<file path="src/rtl/fifo_pkg.sv">
// Shared constants, pointer-width helper and status bundle for the
// synchronous FIFO family.
package fifo_pkg;

  localparam int FIFO_DEPTH_DEF = 16;
  localparam int FIFO_WIDTH_DEF = 8;

  function automatic int ptr_w(input int depth);
    return $clog2(depth) + 1;
  endfunction

  typedef struct packed {
    logic full;
    logic empty;
    logic almost_full;
    logic almost_empty;
  } fifo_status_t;

endpackage

</file>
<file path="src/rtl/fifo_mem.sv">
// FIFO storage: synchronous write port, asynchronous read port.
// Contents are intentionally not reset.
module fifo_mem #(
  parameter int DEPTH = 16,
  parameter int WIDTH = 8,
  parameter int AW    = $clog2(DEPTH)
) (
  input  logic             clk,
  input  logic             we,
  input  logic [AW-1:0]    waddr,
  input  logic [WIDTH-1:0] wdata,
  input  logic [AW-1:0]    raddr,
  output logic [WIDTH-1:0] rdata
);

  logic [WIDTH-1:0] mem_q [DEPTH];

  always_ff @(posedge clk) begin
    if (we) begin
      mem_q[waddr] <= wdata;
    end
  end

  assign rdata = mem_q[raddr];

endmodule

</file>
<file path="src/rtl/fifo_sync_param.sv">
// Parametrised single-clock FIFO with occupancy, sticky error flags and flush.
// Define FIFO_FWFT_EN for first-word-fall-through; default is a registered read.
module fifo_sync_param
  import fifo_pkg::*;
#(
  parameter int FIFO_DEPTH = FIFO_DEPTH_DEF,
  parameter int FIFO_WIDTH = FIFO_WIDTH_DEF,
  parameter int AF_LEVEL   = FIFO_DEPTH - 2,
  parameter int AE_LEVEL   = 2,
  parameter int ADDR_W     = $clog2(FIFO_DEPTH)
) (
  input  logic                  clk,
  input  logic                  rst,
  input  logic                  clr,
  input  logic                  we,
  input  logic [FIFO_WIDTH-1:0] data_in,
  input  logic                  re,
  output logic [FIFO_WIDTH-1:0] data_out,
  output logic                  full,
  output logic                  empty,
  output logic                  almost_full,
  output logic                  almost_empty,
  output logic [ADDR_W:0]       count,
  output logic                  overflow,
  output logic                  underflow
);

  localparam int PTR_W = ptr_w(FIFO_DEPTH);

  logic [PTR_W-1:0]      wr_ptr_q, wr_ptr_d;
  logic [PTR_W-1:0]      rd_ptr_q, rd_ptr_d;
  logic [PTR_W-1:0]      occ;
  logic                  ovf_q, ovf_d;
  logic                  udf_q, udf_d;
  logic                  wr_acc, rd_acc;
  logic [FIFO_WIDTH-1:0] rdata;
  fifo_status_t          st;

  // Flags come only from registered pointers, so they never glitch.
  assign occ = wr_ptr_q - rd_ptr_q;

  assign st.full  = (wr_ptr_q[ADDR_W] != rd_ptr_q[ADDR_W]) &&
                    (wr_ptr_q[ADDR_W-1:0] == rd_ptr_q[ADDR_W-1:0]);
  assign st.empty = (wr_ptr_q == rd_ptr_q);
  assign st.almost_full  = (occ >= PTR_W'(AF_LEVEL));
  assign st.almost_empty = (occ <= PTR_W'(AE_LEVEL));

  assign wr_acc = we & ~st.full  & ~clr;
  assign rd_acc = re & ~st.empty & ~clr;

  always_comb begin
    wr_ptr_d = wr_ptr_q;
    rd_ptr_d = rd_ptr_q;
    ovf_d    = ovf_q;
    udf_d    = udf_q;
    if (clr) begin
      wr_ptr_d = '0;
      rd_ptr_d = '0;
      ovf_d    = 1'b0;
      udf_d    = 1'b0;
    end else begin
      if (wr_acc) wr_ptr_d = wr_ptr_q + 1'b1;
      if (rd_acc) rd_ptr_d = rd_ptr_q + 1'b1;
      ovf_d = ovf_q | (we & st.full);
      udf_d = udf_q | (re & st.empty);
    end
  end

  always_ff @(posedge clk or negedge rst) begin
    if (!rst) begin
      wr_ptr_q <= '0;
      rd_ptr_q <= '0;
      ovf_q    <= 1'b0;
      udf_q    <= 1'b0;
    end else begin
      wr_ptr_q <= wr_ptr_d;
      rd_ptr_q <= rd_ptr_d;
      ovf_q    <= ovf_d;
      udf_q    <= udf_d;
    end
  end

  fifo_mem #(
    .DEPTH (FIFO_DEPTH),
    .WIDTH (FIFO_WIDTH),
    .AW    (ADDR_W)
  ) u_mem (
    .clk   (clk),
    .we    (wr_acc),
    .waddr (wr_ptr_q[ADDR_W-1:0]),
    .wdata (data_in),
    .raddr (rd_ptr_q[ADDR_W-1:0]),
    .rdata (rdata)
  );

`ifdef FIFO_FWFT_EN
  assign data_out = st.empty ? '0 : rdata;
`else
  logic [FIFO_WIDTH-1:0] dout_q, dout_d;

  always_comb begin
    dout_d = dout_q;
    if (clr) begin
      dout_d = '0;
    end else if (rd_acc) begin
      dout_d = rdata;
    end
  end

  always_ff @(posedge clk or negedge rst) begin
    if (!rst) begin
      dout_q <= '0;
    end else begin
      dout_q <= dout_d;
    end
  end

  assign data_out = dout_q;
`endif

  assign full         = st.full;
  assign empty        = st.empty;
  assign almost_full  = st.almost_full;
  assign almost_empty = st.almost_empty;
  assign count        = occ;
  assign overflow     = ovf_q;
  assign underflow    = udf_q;

endmodule

</file>
<file path="config.mk">
export PLATFORM = sky130hd
export DESIGN_NAME = fifo_sync_param
export DESIGN_NICKNAME = d
export VERILOG_FILES = /design/src/rtl/fifo_pkg.sv /design/src/rtl/fifo_mem.sv /design/src/rtl/fifo_sync_param.sv
export SDC_FILE = /design/constraint.sdc
export NUM_CORES = 1
export LEC_CHECK = 0
export CAP_MARGIN = 5
export CORE_MARGIN = 3
export CORE_UTILIZATION = 50
export CTS_CLUSTER_DIAMETER = 150
export CTS_CLUSTER_SIZE = 12
export DETAILED_ROUTE_END_ITERATION = 10
export GPL_TIMING_DRIVEN = 0
export PLACE_DENSITY = 0.68
export SLEW_MARGIN = 20
export SYNTH_ARGS = -nofsm -noshare
export SYNTH_HDL_FRONTEND = slang
export SYNTH_SLANG_ARGS = --single-unit
</file>
<file path="constraint.sdc">
create_clock -name clk -period 3.7 [get_ports clk]
set_clock_uncertainty 0.05 [all_clocks]
set_input_delay 0.74 -clock clk [delete_from_list [all_inputs] [get_ports clk]]
set_output_delay 0.74 -clock clk [all_outputs]
set_load 0.005 [all_outputs]
</file>
==> results of run 1 <==
[report_power, final]
part           leakage [nW]  switching, mW  internal [mW]  total, mW
combinational         0.885          0.264          0.309      0.572
sequential             1.43         0.0251           1.85       1.88
clock                 0.261          0.650          0.916       1.57
[sequential cells by signal, indices dropped and copies added (netlist names)]
name and count:
rd_ptr_q 5, wr_ptr_q 5, overflow 1, data_out 8, underflow 1, u_mem.mem_q 128
[layout by cell type, fill, tap and decap left out, types with 6 or more instances in the layout]
cell type / synthesis / final
clkbuf_1: 6 / 6
clkbuf_16: 0 / 17
clkdlybuf4s50_1: 0 / 30
dfrtp_1: 20 / 20
edfxtp_1: 128 / 128
ha_1: 9 / 9
inv_1: 8 / 7
mux2i_1: 18 / 18
mux4_1: 24 / 24
mux4_2: 8 / 8
nand2_1: 7 / 7
nand3b_1: 8 / 8
nor2_1: 24 / 24
o221ai_1: 8 / 8
xnor2_1: 7 / 6
[worst max-delay path by stage]
stage	end	slack, ns
2_1_floorplan	u_mem.mem_q[0][0]$_DFFE_PP_	0.88
3_3_place_gp	u_mem.mem_q[0][0]$_DFFE_PP_	0.03
3_5_place_dp	u_mem.mem_q[5][2]$_DFFE_PP_	0.40
4_1_cts	almost_empty	0.006
5_1_grt	almost_full	-0.01
6_report	almost_full	0.16
[routing by layer]
metal | global-route usage [%] | routed length [um]
met5 | 0 | 0
met4 | 7.42 | 164
met3 | 6.17 | 873
met2 | 31.2 | 6150
met1 | 24.0 | 4820
[layout make-up]
class                      count  area, um2
multi-input combinational    153       1730
buffer                        15       92.6
clock buffer                  18        429
clock inverter                14        111
inverter                       9       36.3
fill                         841       4500
timing repair buffer          31        313
sequential                   148       4340
tap                          164        205
[metrics by stage]
step,TNS (ns),hold WS (ns)
2_1_floorplan,0,0.394
3_3_place_gp,0,0.428
3_5_place_dp,0,0.434
4_1_cts,0,0.448
5_1_grt,-0.0127,0.480
6_report,0,0.446
[worst register-to-register path: stages, from the launching register on]
cell and delay [ns]:
dfrtp_1 0.43, inv_4 0.17, buf_6 0.21, ha_1 0.31, and4_1 0.22, a211oi_1 0.50, nand2_1 0.22, nor2_1 0.76
[kinds of logic (layout without fill, tap and decap cells)]
group	count (synthesis)	count (layout)
flip-flops	148	148
buffers and inverters	25	87
AND/OR/NAND/NOR	55	55
adder cells (fa/ha/maj)	10	10
multiplexers	50	50
AO/OA/AOI/OAI	28	28
XOR/XNOR	10	10
[what timing repair did]
action,in CTS,in global routing
resized for setup,0,5
endpoints found under the setup margin,0,3
hold buffers,0,0
hold endpoints to repair,0,0
==> results by group, run 1 <==
Pwr
  • Pwr Total: 4.01 mW
  • Pwr per Cell Area: ~550 nW/um2
  • Leakage power: ~2.6 nW
  • VDD IR max: 0.000371 V

Clocking
  • Clk Latency, worst-skew pair: 0.42 ns
  • CTS tree: built
  • Clock root buffer master: clkbuf_16
  • TritonCTS Sinks: 148
  • Clk buf depth: 2
  • CTS buffer count: 17
  • Clock-pin slew on the worst setup and hold paths: 0.06 ns
  • Htree depth: 4
  • Post-CTS Setup Bufs: 0

Layout
  • Area delta synth->final: 17.6%
  • Ratio of cells with drive above 1 in the final layout: between 10% and 20%
  • NumNets Final: 398
  • Final Cell Area: 7260 um2
  • Non-filler instance count after layout: 552
  • Final design utilization: 61.8%
  • Diodes inserted: 0

Logic synthesis
  • Synth warn: 0
  • Synth area leader: edfxtp_1
  • Post-synthesis mux area share: 16.0%
  • Synth top area cells: edfxtp_1, mux4_1, dfrtp_1
  • Yosys cell types: 41
  • Post-Synth Adder-Cell Area: 2.15%
  • Most frequent cells after synthesis: edfxtp_1, mux4_1, nor2_1, dfrtp_1, mux2i_1
  • Top cell type's share of synthesized area: 62.2%
  • Simple-Gate Fraction of Synth Area: 4.46%
  • Avg Inst Size Synth: between 15 and 20 um2
  • Post-synthesis register bit count: about 150
  • Main synth FF type: edfxtp_1
  • Largest family of logic cells by synthesized area: multiplexers
  • Number of synthesized flops with an enable pin: 128
  • Part of the Yosys area used for sequential elements: a little over two thirds
  • Post-synth ARST share: roughly 14%
  • Most frequent cell after synthesis: edfxtp_1
  • Synth Area in Compound Gates: under 10%
  • Synth Cell Area: 6180 um2
  • Synth Area in XOR/XNOR: 1.54%
  • Syn nets: 349
  • Syn Inst Count: 326

Critical path
  • Cell depth of the worst flop-to-flop path: 7
  • Cell count along the critical path: 9
  • Crit path max-delay cell type: clkdlybuf4s50_1
  • Crit. End Element: output pin
  • Slowest cell delay on critical path: 0.50 ns
  • Worst Path Max Fanout: 4
  • Reg-to-Reg Start: rd_ptr_q[3]$_DFFE_PN0P_
  • CP Launch Point: wr_ptr_q[0]$_DFFE_PN0P_
  • R2r endpoint: u_mem.mem_q[5][7]$_DFFE_PP_
  • Arrival time of the worst setup path: around 2.8 ns
  • R2R Setup Slk: 0.44 ns
  • CP bufs+invs: 3
  • Critical path class: flop to output pin
  • CP startpoint kind: flop
  • CP delay by family, top: buffers and inverters
  • Cell chain of the critical path: inv_2, ha_1, inv_1, fa_1, a21o_1, a21oi_2, xnor2_2, a41o_1, clkdlybuf4s50_1
  • Worst Path Required: 2.91 ns

Timing
  • Setup violators final: 0
  • Min Tclk post-route: 3.54 ns
  • Fin crit share: 95.7%
  • Final hold violations: 0
  • Max-slew headroom: 35.6%
  • Fmax achieved: 282 MHz
  • Slew of the pin with the lowest slew margin: just under 1 ns
  • Worst setup margin: 0.160 ns
  • Slew Limit Fails: 0

Worst hold path
  • Worst hold start: overflow$_DFF_PN0_
  • Cells on Worst Hold Path: 2
  • Hold Path Sink: overflow$_DFF_PN0_
  • Min-Delay Path Class: flop to flop

Status
  • Status: finished, final reports clean

Die
  • Die ar.: 13700 um2
  • Rows: 39
  • CORE AREA: 11800 um2
  • Starting Density: 52.5%
  • IO Pins: 32
  • Die Y: 117 um
  • Die X: 117 um

Global routing
  • Gr usage total: 19.1%
  • Initial antenna violation count: 0
  • First-pass GRT wire length: 18.1 mm
  • Overflow after GRT: 0
  • Largest net degree at the start of global routing: 21
  • Vias in the first global route: ~3300

Route
  • Total Routed Length: 12.0 mm
  • Remaining DRCs: 0
  • DRT iter0 DRCs: around 280
  • Post-route ant nets: 0
  • WL per Instance: between 20 and 25 um
  • Detailed Routing Iterations Pass 1: 4
  • Vias per cell: 5.67
  • Total number of vias: 3129

Placement
  • Dpl cell area: 6710 um2
  • Worst slack at placement: 0.401 ns
  • Port Buffer Count: 31
  • Final HPWL DP: approximately 7.9 mm
  • DP Cell Count: 521
  • Final GP Congestion: 0.781

Flow run
  • Max-cap viol count: 0
Power figures use the tool's default switching activity.
==> run 2: changes to the inputs <==
--- a/config.mk
+++ b/config.mk
@@ -12,7 +12,7 @@
 export CTS_CLUSTER_SIZE = 12
 export DETAILED_ROUTE_END_ITERATION = 10
 export GPL_TIMING_DRIVEN = 0
-export PLACE_DENSITY = 0.68
+export PLACE_DENSITY = 0.73
 export SLEW_MARGIN = 20
 export SYNTH_ARGS = -nofsm -noshare
 export SYNTH_HDL_FRONTEND = slang
==> run 2 against run 1 <==
Sequential power barely moved; critical endpoint unchanged; cell area is 1.2% higher; first-iteration DRC count is 18% lower; critical path depth shrank 3; global-route usage is 0.34 points higher; worst hold slack got worse by 0.0034 ns; largest cell class unchanged; register-to-register slack lost 0.13 ns.
==> results by group, run 2 (synthesis results as in run 1) <==
Layout
  • Most frequent cells in the layout: edfxtp_1, clkdlybuf4s50_1, nor2_1, mux4_1, dfrtp_1
  • NumNets Final: 398
  • Fill count: 829
  • Diodes inserted: 0
  • Max reg flops: between 100 and 150
  • Ratio of cells with drive above 1 in the final layout: 15.0%
  • Most common cell after layout, fill and taps aside: edfxtp_1
  • Most flops, register: u_mem.mem_q
  • Multi-input logic area: 1730 um2
  • FF/Latch Area: 4340 um2
  • Area delta synth->final: 19.0%

Route
  • M1 wire length: 5.23 mm
  • DRT iter0 DRCs: 231
  • Total number of vias: 3183
  • Remaining DRCs: 0
  • Post-route ant nets: 0
  • Vias per cell: 5.78
  • Highest routed layer: met4
  • WL met3: 667 um
  • WL per Instance: 22.4 um
  • Total Routed Length: 12.3 mm
  • Detailed Routing Iterations Pass 1: 4
  • Met2 Wirelength: 6.18 mm

Placement
  • Port Buffer Count: 31
  • Worst slack at placement: 0.274 ns
  • Final GP Congestion: about 0.84
  • Final HPWL DP: 7.91 mm

Timing
  • Fmax achieved: ~280 MHz
  • Final hold violations: 0
  • Slew of the pin with the lowest slew margin: ~0.99 ns
  • RSZ-0062 raised after global routing: false
  • Hold_ws: 0.443 ns
  • Worst setup margin: about 0.15 ns
  • Total negative setup slack: 0 ns
  • Slew Limit Fails: 0
  • Min Tclk post-route: 3.55 ns
  • Setup violators final: 0
  • Max-slew headroom: 33.8%
  • Fin crit share: 95.9%

Worst hold path
  • Min-Delay Path Class: flop to flop

Clocking
  • Post-CTS Setup Bufs: 0
  • Clock root buffer master: clkbuf_16
  • Clk buf depth: 2
  • TritonCTS Sinks: between 100 and 150
  • Cts hold-fix bufs: 0
  • CTS tree: built
  • CTS buffer count: 17
  • Clk Latency, worst-skew pair: around 0.41 ns
  • Htree depth: 4
  • Clock-pin slew on the worst setup and hold paths: around 0.060 ns

Global routing
  • Largest net degree at the start of global routing: 21
  • Vias in the first global route: 3322
  • Initial antenna violation count: 0
  • Gr usage total: 19.5%
  • Overflow after GRT: 0
  • First-pass GRT wire length: 18.8 mm

Critical path
  • Crit. End Element: output pin
  • Critical path class: flop to output pin
  • Arrival time of the worst setup path: 2.76 ns
  • CP startpoint kind: flop
  • Worst Path Required: 2.91 ns
  • Worst Path Max Fanout: 10

Status
  • Status: finished, final reports clean

Die
  • Die X: 117 um
  • CORE AREA: 11800 um2
  • Die ar.: 13700 um2
  • Die Y: 117 um
  • Starting Density: 52.5%
  • Rows: 39
  • IO Pins: 32

Pwr
  • Pwr per Cell Area: 580 nW/um2
  • Switching share of power: 22.7%
  • Int Pwr: 3.29 mW
  • Comb pwr share: a little over an eighth
  • Sequential fraction of design power: 44.1%
  • VDD IR max: 0.000660 V
  • Leakage power: 2.61 nW
  • Clock power share: 42.4%
  • P_sw: 0.966 mW

Flow run
  • Max-cap viol count: 0
==> run 2: cell count changes in the layout (fill, tap and decap cells not counted) <==
cell	previous run	this run
inv_4	1	0
clkbuf_1	6	5
clkinvlp_4	3	1
inv_6	2	3
clkinv_1	2	1
clkinv_4	1	3
bufinv_16	1	4
inv_8	0	1
clkinv_2	5	2
==> run 2: worst max-delay path, cell delays in order (launching register included) <==
cell             delay [ns]
dfrtp_1                0.41
clkinv_2               0.23
buf_6                  0.24
ha_1                   0.36
or3_1                  0.42
a41o_1                 0.25
clkdlybuf4s50_1        0.44
==> run 2: timing repair <==
action / in CTS / in global routing
gates resized for setup: 1 / 3
setup endpoints to repair: 1 / 2
cloned: 0 / 0
hold endpoints to repair: 0 / 0
==> run 2: power groups by stage <==
stage,sequential [mW],combinational (mW),clock [mW]
floorplan,1.90,0.341,0
global placement,1.91,0.561,0
detailed placement,1.91,0.579,0
CTS,1.88,0.582,1.83
global route,1.88,0.630,1.90
finish,1.88,0.578,1.81
==> run 2: worst paths after layout <==
check,start,endpoint,slack [ns],depth (start not counted)
setup / recovery,rd_ptr_q[3]$_DFFE_PN0P_,almost_full,0.15,6
hold / removal,overflow$_DFF_PN0_,overflow$_DFF_PN0_,0.44,2
setup reg to reg,rd_ptr_q[3]$_DFFE_PN0P_,u_mem.mem_q[11][2]$_DFFE_PP_,0.31,7
hold reg to reg,overflow$_DFF_PN0_,overflow$_DFF_PN0_,0.44,2
max in group asynchronous,rst,data_out[5]$_DFFE_PN0P_,2.18,1
min in group asynchronous,rst,wr_ptr_q[1]$_DFFE_PN0P_,0.82,1
==> run 2: cell type report <==
class	count	share of cell area, %
clock buffers	17	5.79
repair buffers	31	4.26
well taps	164	2.79
multi-input cells	153	23.6
flip-flops and latches	148	59.1
plain buffers	15	1.26
inverters	9	0.477
clock inverters	14	2.72
==> run 2: metrics by stage <==
step / utilization, % / instances / total power, mW / area, um2
finish: 62.5 / 551 / 4.26 / 7350
global route: 62.5 / 551 / 4.41 / 7350
CTS: 62.4 / 551 / 4.29 / 7330
detailed placement: 57.1 / 521 / 2.49 / 6710
global placement: 56.9 / 521 / 2.47 / 6690
floorplan: - / 326 / 2.24 / 6180
==> run 2: per-layer routing <==
metal  vias up  GRT usage (%)
li1       1431              -
met1      1626           25.3
met2       108           31.1
met3        18           5.81
met4         0           7.80
met5         -              0
